$ cat src/rtl/bp_lce_busy_ctrl.sv
// bp_lce_busy_ctrl
// ----------------
// Busy/timeout controller for the LCE. It watches the LCE-to-cache packet
// ports and counts how long a port stays blocked (valid without yumi). The
// count is kept either per port or as one aggregate counter. When a counter
// reaches the runtime stall limit, the controller raises cache_req_busy_o. It
// keeps busy high while the contention lasts, and then for a short hold window
// afterwards, so that the LCE gets a free cycle on the contended array.
//
// Ports:
//   clk_i             clock
//   reset_n_i         asynchronous active-low reset
//   pkt_v_i           [num_ports_p]   LCE packet valid, per port
//   pkt_yumi_i        [num_ports_p]   cache accepts packet, per port
//   per_port_mode_i   1 = independent counters, 0 = aggregate (counter 0)
//   timeout_limit_i   [lg_lim_lp]     stall limit, 0 disables, clamped to max
//   credits_full_i    request credits exhausted
//   cmd_ready_i       command module ready
//   req_ready_i       request module ready
//   events_clear_i    synchronous clear of the timeout-event counter
//   cache_req_busy_o  blocks new cache requests
//   timeout_o         some counter equals the effective limit this cycle
//   blocked_mask_o    [num_ports_p]   ports at the limit, latched on STALL entry
//   timeout_events_o  [event_cnt_width_p] saturating count of STALL entries
module bp_lce_busy_ctrl #(
  parameter int num_ports_p         = 3,
  parameter int timeout_max_limit_p = 4,
  parameter int hold_cycles_p       = 2,
  parameter int event_cnt_width_p   = 16,
  localparam int lg_lim_lp = ((timeout_max_limit_p + 1) > 1) ? $clog2(timeout_max_limit_p + 1) : 1
) (
  input  logic                         clk_i,
  input  logic                         reset_n_i,
  input  logic [num_ports_p-1:0]       pkt_v_i,
  input  logic [num_ports_p-1:0]       pkt_yumi_i,
  input  logic                         per_port_mode_i,
  input  logic [lg_lim_lp-1:0]         timeout_limit_i,
  input  logic                         credits_full_i,
  input  logic                         cmd_ready_i,
  input  logic                         req_ready_i,
  input  logic                         events_clear_i,
  output logic                         cache_req_busy_o,
  output logic                         timeout_o,
  output logic [num_ports_p-1:0]       blocked_mask_o,
  output logic [event_cnt_width_p-1:0] timeout_events_o
);

  localparam logic [lg_lim_lp-1:0] max_lim_lp = lg_lim_lp'(timeout_max_limit_p);
  localparam int hold_w_lp = (hold_cycles_p > 1) ? $clog2(hold_cycles_p) : 1;
  // When hold_cycles_p is 0 the HOLD state is unreachable, so the load value is unused.
  localparam logic [hold_w_lp-1:0] hold_load_lp =
    (hold_cycles_p > 0) ? hold_w_lp'(hold_cycles_p - 1) : {hold_w_lp{1'b0}};

  typedef enum logic [1:0] {
    IDLE  = 2'd0,
    STALL = 2'd1,
    HOLD  = 2'd2
  } state_e;

  state_e                                     state_r, state_next_s;
  logic [hold_w_lp-1:0]                       hold_r, hold_next_s;
  logic [num_ports_p-1:0][lg_lim_lp-1:0]      cnt_r, cnt_next_s;
  logic [num_ports_p-1:0]                     mask_r, mask_next_s;
  logic [event_cnt_width_p-1:0]               events_r, events_next_s;

  logic [num_ports_p-1:0] blocked_s;
  logic                   any_blocked_s;
  logic [lg_lim_lp-1:0]   lim_s;
  logic [num_ports_p-1:0] at_lim_s;
  logic                   timeout_s;
  logic                   enter_stall_s;
  logic                   enter_idle_s;

  // Saturating increment of a stall counter. The counter stops at the maximum limit.
  function automatic logic [lg_lim_lp-1:0] sat_inc(input logic [lg_lim_lp-1:0] c);
    return (c >= max_lim_lp) ? max_lim_lp : (c + lg_lim_lp'(1));
  endfunction

  assign blocked_s     = pkt_v_i & ~pkt_yumi_i;
  assign any_blocked_s = |blocked_s;
  assign lim_s         = (timeout_limit_i > max_lim_lp) ? max_lim_lp : timeout_limit_i;

  // Compare the registered counters against the effective limit. A limit change acts immediately.
  always_comb begin
    at_lim_s = {num_ports_p{1'b0}};
    for (int i = 0; i < num_ports_p; i++) begin
      at_lim_s[i] = (cnt_r[i] == lim_s);
    end
  end

  assign timeout_s = (lim_s != {lg_lim_lp{1'b0}}) & (|at_lim_s);

  // Compute the next counter values. In aggregate mode only counter 0 runs, and the others are held at 0.
  always_comb begin
    cnt_next_s = cnt_r;
    for (int i = 0; i < num_ports_p; i++) begin
      if (per_port_mode_i) begin
        cnt_next_s[i] = blocked_s[i] ? sat_inc(cnt_r[i]) : {lg_lim_lp{1'b0}};
      end else if (i == 0) begin
        cnt_next_s[i] = any_blocked_s ? sat_inc(cnt_r[i]) : {lg_lim_lp{1'b0}};
      end else begin
        cnt_next_s[i] = {lg_lim_lp{1'b0}};
      end
    end
  end

  // Next state for the FSM. A timeout during HOLD takes priority over the hold countdown.
  always_comb begin
    state_next_s  = state_r;
    hold_next_s   = hold_r;
    enter_stall_s = 1'b0;
    enter_idle_s  = 1'b0;
    case (state_r)
      IDLE: begin
        if (timeout_s) begin
          state_next_s  = STALL;
          enter_stall_s = 1'b1;
        end else begin
          state_next_s = IDLE;
        end
      end
      STALL: begin
        if (!any_blocked_s) begin
          if (hold_cycles_p > 0) begin
            state_next_s = HOLD;
            hold_next_s  = hold_load_lp;
          end else begin
            state_next_s = IDLE;
            enter_idle_s = 1'b1;
          end
        end else begin
          state_next_s = STALL;
        end
      end
      HOLD: begin
        if (timeout_s) begin
          state_next_s  = STALL;
          enter_stall_s = 1'b1;
        end else if (hold_r == {hold_w_lp{1'b0}}) begin
          state_next_s = IDLE;
          enter_idle_s = 1'b1;
        end else begin
          hold_next_s = hold_r - hold_w_lp'(1);
        end
      end
      default: begin
        state_next_s = IDLE;
        hold_next_s  = {hold_w_lp{1'b0}};
        enter_idle_s = 1'b1;
      end
    endcase
  end

  // Compute the next blocked mask and event count. A clear together with a STALL entry gives an event count of 1.
  always_comb begin
    mask_next_s   = mask_r;
    events_next_s = events_r;
    if (enter_stall_s) begin
      mask_next_s = at_lim_s;
    end else if (enter_idle_s) begin
      mask_next_s = {num_ports_p{1'b0}};
    end else begin
      mask_next_s = mask_r;
    end
    if (events_clear_i) begin
      events_next_s = enter_stall_s ? event_cnt_width_p'(1) : {event_cnt_width_p{1'b0}};
    end else if (enter_stall_s && (events_r != {event_cnt_width_p{1'b1}})) begin
      events_next_s = events_r + event_cnt_width_p'(1);
    end else begin
      events_next_s = events_r;
    end
  end

  // State, counter, mask and event registers, with asynchronous reset.
  always_ff @(posedge clk_i or negedge reset_n_i) begin
    if (!reset_n_i) begin
      state_r  <= IDLE;
      hold_r   <= {hold_w_lp{1'b0}};
      cnt_r    <= {(num_ports_p*lg_lim_lp){1'b0}};
      mask_r   <= {num_ports_p{1'b0}};
      events_r <= {event_cnt_width_p{1'b0}};
    end else begin
      state_r  <= state_next_s;
      hold_r   <= hold_next_s;
      cnt_r    <= cnt_next_s;
      mask_r   <= mask_next_s;
      events_r <= events_next_s;
    end
  end

  assign timeout_o        = timeout_s;
  assign blocked_mask_o   = mask_r;
  assign timeout_events_o = events_r;
  assign cache_req_busy_o = credits_full_i | ~cmd_ready_i | ~req_ready_i | timeout_s | (state_r != IDLE);

endmodule

$ cat config.mk
export PLATFORM = sky130hd
export DESIGN_NAME = bp_lce_busy_ctrl
export DESIGN_NICKNAME = d
export VERILOG_FILES = /design/src/rtl/bp_lce_busy_ctrl.sv
export SDC_FILE = /design/constraint.sdc
export NUM_CORES = 1
export LEC_CHECK = 0
export CAP_MARGIN = 20
export CORE_AREA = 2 2 63 65
export DETAILED_ROUTE_END_ITERATION = 7
export DIE_AREA = 0 0 65 67
export PLACE_DENSITY = 0.78
export SYNTH_ARGS = -nofsm -noshare
export SYNTH_HDL_FRONTEND = slang
export SYNTH_SLANG_ARGS = --single-unit
$ cat constraint.sdc
create_clock -name clk_i -period 3 [get_ports clk_i]
set_clock_uncertainty 0.2 [all_clocks]
set_input_delay 0.75 -clock clk_i [delete_from_list [all_inputs] [get_ports clk_i]]
set_output_delay 0.75 -clock clk_i [all_outputs]
set_load 0.05 [all_outputs]
# Yosys cells after proc, flatten, opt, wreduce, memory -nomap -nowiden
# Cells that the tools add are included.
# totals
in_bits,16
regBits,31
wordCells,76
# classes
n_eq_ne,9
n_bitwise,10
mux,30
order_cmp,4
n_reduce_logical,11
n_addsub,5
# ops
cell,count
3-bit two-way mux,13
16-bit two-way mux,2
16-bit by 1-bit adder with 16-bit output (second input constant),1
16-bit != test (second input constant),1
3-bit by 1-bit adder with 3-bit output (second input constant),3
3-bit equality test,3
3-bit greater-or-equal comparator (second input constant),3
1-bit two-way mux,9
2-bit two-way mux,3
2-bit case mux with 3 select lines,1
2-bit nonzero test,3
3-bit OR reduction,2
2-bit != test (second input constant),2
1-bit OR,4
2-bit OR reduction,2
3-bit bitwise AND,1
3-bit greater-than comparator (second input constant),1
3-bit != test (second input constant),1
1-bit NOT,3
3-bit NOT,1
1-bit case mux with 3 select lines,1
3-bit AND reduction,1
3-bit nonzero test,1
2-bit by 1-bit equality test with 1-bit output (second input constant),1
other kinds (6),6

# Logic depth before layout (Yosys ltp)
# depth
depth_word,10
mapped_depth,7
depth_no_buf,6

# Least setup slack after synthesis
# Ideal clock, no wire load.
# synth_path
path_type,in2out
start,input port timeout_limit_i[0]
end,output port cache_req_busy_o
path_buffers,1
arrival_ns,2.112
slack_ns,-0.062
stages,5
cell_sequence,xnor2_1 > a31oi_1 > and3_1 > buf_2 > o211ai_1
# synth_via
elab_chain_len,7
elab_cells_between_ends,10
# synth_lines
element,line,source
start: declaration,37,"input logic [lg_lim_lp-1:0] timeout_limit_i,"
3-bit greater-than comparator,81,assign lim_s = (timeout_limit_i > max_lim_lp) ? max_lim_lp : timeout_limit_i;
3-bit two-way mux (*),81,
3-bit equality test,87,at_lim_s[i] = (cnt_r[i] == lim_s);
3-bit OR reduction,91,assign timeout_s = (lim_s != {lg_lim_lp{1'b0}}) & (|at_lim_s);
1-bit bitwise AND (*),91,
1-bit OR (*) (2 in series),194,assign cache_req_busy_o = credits_full_i | ~cmd_ready_i | ~req_ready_i | timeout_s | (state_r != IDLE);
end: declaration,42,"output logic cache_req_busy_o,"
# Every way passes the cells marked *; elsewhere a longest branch is shown, timed or not.

# Worst setup path in the final report
# layout_path
start,input port timeout_limit_i[2]
end,output port cache_req_busy_o
# Same word-level chain as after synthesis.

==> flow_metrics.tcl <==
set metrics [dict create \
    outcome "completed" \
    drv_slew 0 \
    gp_congestion 0.815 \
    ir_drop_mv 0.220 \
    hold_viol 0 \
    max_freq_mhz 356 \
    final_nets 251 \
    grt_setup_unrepaired "no" \
    crit_path_start_kind "primary input" \
    portBuffers 36 \
    antenna_found_initial 0 \
    avgSynthCellArea_sq_um 9.47 \
    vias 1582 \
    fin_crit_sh 0.936 \
    grt_overflow 0 \
    clk_pin_slew_ps 60 \
    powerDensity_nw_per_um2 505 \
    detail-route-antenna-nets 0 \
    crit_arrival_ps 1860 \
    crit_family "simple AND/OR/NAND/NOR gates" \
    drc 0 \
    die_area_sq_um 4360 \
    min_from "blocked_mask_o[1]" \
    r2r-end "timeout_events_o[5]" \
    clock_path_buffers 2 \
    yosysSeqAreaShare 0.445 \
    cts_tree "yes" \
    ys_top_cells_by_count "dfrtp_1 (31), a21oi_1 (14), nor2_1 (14), inv_1 (12), nand3_1 (12)" \
    r2r-start "timeout_events_o[0]" \
    yosysTopAreaCell "dfrtp_1" \
    synth_cells 184 \
    ys_ff_latch 31 \
    viasPerCell 5.71 \
    rows 22 \
    first_global_vias 1440 \
    clk_latency_ps 290 \
    synth-edff-count 0 \
    leakage_uw 0.000926 \
    drt-total-wl_microns 3910 \
    syn-cell-area_sq_um 1740 \
    crit_type "primary input to primary output" \
    grt_usage 0.198 \
    rrSetupSlack_ps 640 \
    drive_gt1_frac 0.100 \
    drt-initial-drc-count 151 \
    routedWlPerCell_microns 14.1 \
    synth_top_area_share 0.445 \
    tightest_slew_ps 636 \
    path_cells "clkbuf_2 -> nor4bb_1 -> a31oi_1 -> and3_4 -> o211ai_1 -> clkbuf_16" \
    core_area_sq_um 3610 \
    ys_types 42 \
    ys.flop_type "dfrtp_1" \
    finalSetupViolCount 0 \
    min_to "blocked_mask_o[1]" \
    grt_max_degree 32 \
    clock-sinks 31 \
    synthTopCellsByArea "dfrtp_1 (45%), ha_1 (5.0%), a21oi_1 (4.0%)" \
    period_minus_slack_ps 2810 \
    drv_cap 0 \
    crit_buf_inv 2 \
    grt_pass1_wl_microns 6480 \
    hpwl_microns 2860 \
    h-tree-depth 2 \
    yosysWarningCount 0 \
    holdWs_ps 297 \
    diodes 0 \
    whs_path_depth 2 \
    relSlewSlack 0.576 \
    synthArstFlopShare 1.00 \
    area_growth_pct 32.3 \
    worstPathMaxFanout 7 \
    cts_buffers 5 \
    finalCoreUtilization 0.639 \
    worstHoldPathType "register to register" \
    start_util 0.483 \
    synth.most_common_cell "dfrtp_1" \
    io_pins 37 \
    critPathSlowestCell "o211ai_1" \
    die_w_microns 65 \
    cts-root-buf "clkbuf_8" \
    rr_worst_depth 7 \
    first_pass_iters 4 \
    cp.required_ps 2050 \
    endpoint_kind "primary output" \
    total_power_uw 1160 \
    dieHeight_microns 67 \
    slowest_delay_ps 240 \
    synth_fp_nets 207 \
]
-- power by group --
group / internal [uW] / switching, uW
registers: 460 / 46.4
clock network: 163 / 154
logic: 138 / 201
-- tightest hold or removal path, cell delays in order (launching register included) --
cell and delay [ps]:
dfrtp_1 340, nand3_1 60, o21ai_0 70
-- per-stage QoR --
stage / instances / worst slack [ps] / setup TNS [ps] / cell area [sq um]
2_1_floorplan: 184 / -46.6 / -46.6 / 1740
3_3_place_gp: 268 / -208 / -728 / 2210
3_5_place_dp: 268 / -242 / -1030 / 2210
4_1_cts: 277 / 5.86 / 0 / 2310
5_1_grt: 277 / 86.1 / 0 / 2300
6_report: 277 / 192 / 0 / 2300
-- final cells by class --
| cell class | instances | area (sq um) |
|---|---|---|
| multi-input cells | 134 | 900 |
| clock inverters | 1 | 5.00 |
| repair buffers | 44 | 443 |
| inverters | 12 | 45.0 |
| well taps | 48 | 60.1 |
| flip-flops and latches | 31 | 776 |
| clock buffers | 7 | 76.3 |
| fillers | 300 | 1300 |
-- cells in the final DEF (no fill, tap or decap), types with 2 or more instances in the layout --
| cell type | count |
|---|---|
| inv_1 | 12 |
| o41ai_1 | 5 |
| dfrtp_1 | 31 |
| o31ai_1 | 6 |
| buf_4 | 7 |
| clkbuf_8 | 5 |
| nand4_1 | 3 |
| or4_1 | 6 |
| nand2_1 | 11 |
| a21oi_1 | 14 |
| and4_1 | 2 |
| or3_1 | 4 |
| ha_1 | 7 |
| clkbuf_1 | 2 |
| nor3_1 | 4 |
| buf_12 | 2 |
| nand3_1 | 12 |
| a31oi_2 | 2 |
| o21ai_0 | 8 |
| and3_1 | 2 |
| nor3b_1 | 3 |
| and4bb_1 | 2 |
| xnor2_1 | 6 |
| nor2_1 | 14 |
| clkdlybuf4s50_1 | 31 |
| or4b_1 | 4 |
| clkbuf_2 | 3 |
-- sequential cells by signal, indices dropped and copies added (netlist names) --
signal and count:
cnt_r 9, state_r 2, timeout_events_o 16, blocked_mask_o 3, hold_r 1
-- kinds of logic after synthesis --
| group | share of synthesized area |
|---|---|
| buffers and inverters | 0.0481 |
| AO/OA/AOI/OAI | 0.173 |
| adder cells (fa/ha/maj) | 0.0503 |
| AND/OR/NAND/NOR | 0.247 |
| XOR/XNOR | 0.0302 |
| multiplexers | 0.00575 |
| flip-flops | 0.445 |
-- how the worst max path moves through the flow --
stage	start	endpoint	cells past startpoint
floorplan	timeout_limit_i[1]	cache_req_busy_o	5
global placement	timeout_limit_i[2]	cache_req_busy_o	6
detailed placement	timeout_limit_i[2]	cache_req_busy_o	6
CTS	timeout_limit_i[0]	cache_req_busy_o	6
global route	timeout_limit_i[0]	cache_req_busy_o	6
finish	timeout_limit_i[2]	cache_req_busy_o	6
-- repair_timing --
action                                  in CTS  in global routing
hold buffers                                 0                  0
resized for setup                            6                  8
endpoints found under the setup margin       2                  2
buffers inserted                             1                  0
endpoints found under the hold margin        0                  0
pin swaps                                    2                  3
-- metal layers --
layer / routed length [microns] / share of wire / GRT usage
met5: 0 / 0 / 0
met1: 1780 / 0.45 / 0.249
met3: 164 / 0.042 / 0.0541
met2: 1920 / 0.49 / 0.317
met4: 42 / 0.011 / 0.0931
(Power assumes the default switching activity.)
